$ cat src/rtl/vector_deser.sv
// vector_deser: LSB-first bit-serial to DATA_W-bit parallel deserializer with a one-word valid/ready output buffer.
// Define VECTOR_DESER_FLUSH_EN to add ser_last (early word completion) and out_len.
module vector_deser #(
   parameter int DATA_W = 10,
   parameter int CNT_W  = $clog2(DATA_W)
) (
   input  logic              clk,
   input  logic              rst_n,
   input  logic              ser_valid,
   input  logic              ser_bit,
`ifdef VECTOR_DESER_FLUSH_EN
   input  logic              ser_last,
   output logic [CNT_W:0]    out_len,
`endif
   output logic              ser_ready,
   output logic              out_valid,
   output logic [DATA_W-1:0] out_data,
   input  logic              out_ready
);
   logic [CNT_W-1:0]  cnt_q, cnt_d;
   logic [DATA_W-1:0] asm_q, asm_d, data_q, data_d, word;
   logic              valid_q, valid_d, last, acc, done;
`ifdef VECTOR_DESER_FLUSH_EN
   logic [CNT_W:0]    len_q, len_d;
   assign last = cnt_q == CNT_W'(DATA_W-1) || ser_last;
   assign len_d = done ? {1'b0, cnt_q} + (CNT_W+1)'(1) : len_q;
   assign out_len = len_q;
`else
   assign last = cnt_q == CNT_W'(DATA_W-1);
`endif
   assign ser_ready = !(last && valid_q && !out_ready);
   assign acc = ser_valid && ser_ready;
   assign done = acc && last;
   // Positions above cnt are still zero since the last clear, so a flushed word needs no masking
   assign word = asm_q | (DATA_W'(ser_bit) << cnt_q);
   assign cnt_d = !acc ? cnt_q : last ? '0 : cnt_q + CNT_W'(1);
   assign asm_d = !acc ? asm_q : last ? '0 : word;
   assign valid_d = done || (valid_q && !out_ready);
   assign data_d = done ? word : data_q;
   assign out_valid = valid_q;
   assign out_data = data_q;
   always_ff @(posedge clk or negedge rst_n) begin
      if (!rst_n) begin
         cnt_q   <= '0;
         asm_q   <= '0;
         data_q  <= '0;
         valid_q <= 1'b0;
`ifdef VECTOR_DESER_FLUSH_EN
         len_q   <= '0;
`endif
      end else begin
         cnt_q   <= cnt_d;
         asm_q   <= asm_d;
         data_q  <= data_d;
         valid_q <= valid_d;
`ifdef VECTOR_DESER_FLUSH_EN
         len_q   <= len_d;
`endif
      end
   end
endmodule

$ cat config.mk
export PLATFORM = sky130hd
export DESIGN_NAME = vector_deser
export DESIGN_NICKNAME = d
export VERILOG_FILES = /design/src/rtl/vector_deser.sv
export SDC_FILE = /design/constraint.sdc
export NUM_CORES = 1
export LEC_CHECK = 0
export CAP_MARGIN = 20
export CELL_PAD_IN_SITES_DETAIL_PLACEMENT = 0
export CELL_PAD_IN_SITES_GLOBAL_PLACEMENT = 1
export CORE_MARGIN = 2
export CORE_UTILIZATION = 44
export CTS_BUF_LIST = sky130_fd_sc_hd__clkbuf_8
export DETAILED_ROUTE_END_ITERATION = 10
export PLACE_DENSITY = 0.88
export SYNTH_ARGS = -nofsm -noshare
export SYNTH_HDL_FRONTEND = slang
export SYNTH_SLANG_ARGS = --single-unit
$ cat constraint.sdc
create_clock -name clk -period 1.8 [get_ports clk]
set_clock_uncertainty 0.1 [all_clocks]
set_input_delay 0.27 -clock clk [delete_from_list [all_inputs] [get_ports clk]]
set_output_delay 0.27 -clock clk [all_outputs]
set_load 0.005 [all_outputs]
# Yosys cells after proc, flatten, opt, wreduce, memory -nomap -nowiden
# Index checks and enable logic that the tools add are counted.
dict set report totals {
  reg_bits 25
  in_bits 5
  elab_cells 18
  out_inout_bits 12
}
dict set report classes {
  muxes 2
  n_addsub 1
  n_reduce_logical 8
  n_shift 1
  n_bitwise 1
  eq_ne 1
}
# cell n
set op_table {}
lappend op_table {{$mux W10} 1}
lappend op_table {{$or A10 B10 Y10} 1}
lappend op_table {{$shl A1 B4 Y10} 1}
lappend op_table {{$logic_and A1 B1 Y1} 5}
lappend op_table {{$add A4 B1 Y4 const B} 1}
lappend op_table {{$eq A4 B4 Y1 const B} 1}
lappend op_table {{$mux W4} 1}
lappend op_table {{$logic_not A1 Y1} 2}
lappend op_table {{$logic_or A1 B1 Y1} 1}

# Depth between registers and ports, before layout
dict set report depth {
  depth_word 7
  ltp_mapped 5
  depth_no_buf 3
}

# Least setup slack after synthesis
# OpenSTA, ideal clock, no wires.
dict set report synth_path {
  path_kind {register to register}
  start {register cnt_q[1]}
  end {register data_q[3] (netlist: out_data[3])}
  n_path_buf 2
  setup_slack_ns 0.199
  stages_incl_launch_ff 6
  t_arrival_ns 1.376
  t_required_ns 1.575
  period_less_slack_ns 1.601
  setup_time_ns 0.125
  path_cell_list {dfrtp_1 buf_2 nor3b_4 nand4_4 buf_6 mux2_4}
}
dict set report synth_via {
  elab_chain_len 6
  elab_cells_between_ends 8
  classes_between {eq/ne (1); shift (1); bitwise (1); reduce/logical (5)}
}
# element line_no
set synth_rtl {}
lappend synth_rtl {{start, declared} 20} ;# logic [CNT_W-1:0] cnt_q, cnt_d;
lappend synth_rtl {{start signal, assigned} 52} ;# cnt_q <= cnt_d;
lappend synth_rtl {{$eq A4 B4 Y1} 29} ;# assign last = cnt_q == CNT_W'(DATA_W-1);
lappend synth_rtl {{$logic_and A1 B1 Y1 (2 in series)} 31} ;# assign ser_ready = !(last && valid_q && !out_ready);
lappend synth_rtl {{$logic_not A1 Y1} 31}
lappend synth_rtl {{$logic_and A1 B1 Y1} 32} ;# assign acc = ser_valid && ser_ready;
lappend synth_rtl {{$logic_and A1 B1 Y1} 33} ;# assign done = acc && last;
lappend synth_rtl {{end signal, assigned} 54} ;# data_q <= data_d;
lappend synth_rtl {{end, declared} 21} ;# logic [DATA_W-1:0] asm_q, asm_d, data_q, data_d, word;
# Parallel ways exist; a longest one is shown, timed or not.
# A chain may end at the register's enable or synchronous reset.

# Worst setup path after layout
dict set report layout_path {
  start {register cnt_q[2]}
  end {register data_q[6] (netlist: out_data[6])}
}
# The elaborated chain is that of the path after synthesis.

==> impl_results.md <==
- Status: complete, no violations
- Post-place setup slack: -0.0186 ns
- Die Area: 0.00292 mm2
- Vias per cell: 5.01
- CTS Buf Count: 3
- Syn nets: 94
- HPWL after DPL: 1.43 mm
- Std-Cell Rows: 18
- Endpoint class of the critical path: flip-flop
- Post-DR wirelength/cell: 13.6 um
- Mean area per synthesized cell: 12.4 um2
- Clk buf depth: 2
- Synth Area in Simple Gates: 0.161
- Initial antenna violation count: 0
- Leakage power: 0.000646 uW
- Final WL: 1.95 mm
- Worst slew pin tran: 0.342 ns
- Minimum clock period: 1.67 ns
- Largest family of logic cells by synthesized area: simple AND/OR/NAND/NOR gates
- Clk root buf: clkbuf_8
- Filler instances: 215
- Antenna Diode Count: 0
- CP Data Arrival Time: 1.72 ns
- Register area share after synthesis: 0.568
- Reg area: 626 um2
- Maxcap violations: 0
- Tot GR Track Use: 0.158
- 1st-iter DRT viols: 16
- ANT nets after route: 0
- Max incr delay on CP: 0.41 ns
- Yosys warns: 0
- Multi-input gate area: 425 um2
- GPL Wtd Cong: 0.826
- I/O Buffers: 16
- Post-synth EDFFs: 0
- Pwr Density: 1380 mW/mm2
- F_max: 0.599 GHz
- Synth Area in Compound Gates: 0.0908
- Setup-failing EPs final: 0
- Tcrit/Tclk final: 0.928
- TritonCTS Sinks: 25
- Vias in the first global route: 708
- Critical path launch point type: flip-flop
- Seq cells post-synth: 25
- Crit-path cells: nor3b_4 -> buf_4 -> nand4_4 -> mux2_4
- Most frequent cell after synthesis: dfrtp_1
- Share of post-route cells with drive strength above 1: 0.204
- Layout area overhead: 25.4%
- Largest net degree at the start of global routing: 26
- Grt total ovfl: 0
- Number of hold buffers added after cts: 0
- Clk pin slew, worst setup/hold paths: 0.08 ns
- Placed cell area: 0.00133 mm2
- Synth cell count leaders: 25 x dfrtp_1, 8 x nor2_1, 7 x a21oi_1, 5 x buf_2, 5 x mux2_4
- Final Max Slew Viols: 0
- RSZ-0062 raised after global routing: no
- Die Span Y: 54.1 um
- First-pass GRT wire length: 3.21 mm
- Yosys top cell area share: 0.568
- CTS tree: built
- Net count, final: 119
- Adder-cell share of the synthesized area: 0
- Mux cell area share after synthesis: 0.126
- Post-route cell area: 0.00138 mm2
- Peak VDD IR: 0.000913 V
- Pre-Repair DR Iteration Count: 4
- Clk_lat worst skew: 0.26 ns
- Library cells used by synthesis: 30
- Primary FF master, synth: dfrtp_1
- Post-Syn Instances: 89
- Final Hold Viols: 0
- CTS HTree Levels: 1
- Data required, critical path: 1.85 ns
- IO Count: 17
- CP Max Fanout: 13
- Synth area leader: dfrtp_1
- Placeable Area: 0.00243 mm2
- Initial core utilization: 0.453
- Ys async rst share: 1.00
- # DRC: 0
- Chip width: 54.1 um
- Setup CP Type: reg2reg
- Slowest cell on crit path: dfrtp_1
- Worst Setup Slack, final: 0.129 ns
- Total number of vias: 717
- Max-Slew Margin vs Limit: 0.771
- Worst hold path type: in2async
- Synthesized cell area: 0.00110 mm2
- Area contributors post-synth: dfrtp_1 57%, mux2_4 6.8%, a21oi_1 3.2%
- Synth Area in XOR/XNOR: 0.00795
worst max-delay path, delay by kind of cell, from the launching register on:
family	cells	cell delay (ns)
buffers and inverters	1	0.17
muxes	1	0.39
and+or+nand+nor	2	0.48
DFF	1	0.41
metal layers:
layer | share of wire | track usage
met5 | 0 | 0
met4 | 0.015 | 0.0917
met3 | 0.021 | 0.0250
met2 | 0.45 | 0.244
met1 | 0.51 | 0.211
placed cells by master (no fill, tap or decap), types with 2 or more instances in the layout:
cell type and n:
and3b_1 2, nor2b_1 2, clkbuf_8 3, nor3b_1 2
nor2_1 8, dfrtp_1 25, mux2_4 5, nand3_1 3
a32o_1 2, inv_1 5, mux2_2 3, mux2i_1 3
a21oi_1 7, nand2_1 2, buf_4 10, clkdlybuf4s50_1 15
sequential cells by signal, indices dropped and copies added, names as in the netlist:
| signal | cells |
|---|---|
| asm_q | 10 |
| cnt_q | 4 |
| out_valid | 1 |
| out_data | 10 |
cells by family (layout without fill, tap and decap cells):
group / after synthesis / in the layout
and+or+nand+nor: 27 / 27
AOI/OAI and AO/OA: 15 / 15
xor gates and xnor gates: 1 / 1
muxes: 11 / 11
buffers and inverters: 10 / 34
DFF: 25 / 25
where the power goes:
group          leakage [uW]  switching, uW  internal (uW)
Sequential         0.000305            127            775
Combinational      0.000314            274            411
Clock             0.0000269            167            152
Total              0.000646            568           1340
cell type report:
cell class / instances / share of cell area
multi-input combinational: 54 / 0.308
clock buffer: 3 / 0.0299
sequential: 25 / 0.452
inverter: 4 / 0.0109
tap: 30 / 0.0271
clock inverter: 1 / 0.00271
timing repair buffer: 26 / 0.169
final timing paths:
path                       startpoint     endpoint  slack [ns]  cells after the start
max                          cnt_q[2]  out_data[6]        0.13                      4
min                             rst_n     cnt_q[2]        0.26                      2
max reg2reg                  cnt_q[2]  out_data[6]        0.13                      4
min reg2reg                  asm_q[9]     asm_q[9]        0.40                      1
max in group asynchronous       rst_n     asm_q[4]        1.10                      2
min in group clk             asm_q[9]     asm_q[9]        0.40                      1
metrics by stage:
stage          instances  utilization  total power (uW)  hold slack, ns  setup TNS, ns
3_3_place_gp         138        0.547              1570           0.372              0
4_1_cts              143        0.568              1930           0.261              0
5_1_grt              143        0.568              2040           0.288              0
6_report             143        0.568              1910           0.258              0
3_5_place_dp         138        0.547              1600           0.373        -0.0752
2_1_floorplan         89            -              1280          -0.126              0
repair_timing:
action / 4_1_cts / 5_1_grt
endpoints found under the setup margin: 1 / 0
setup buffers: 1 / 0
gates resized for setup: 1 / 0
Power figures use the tool's default switching activity.
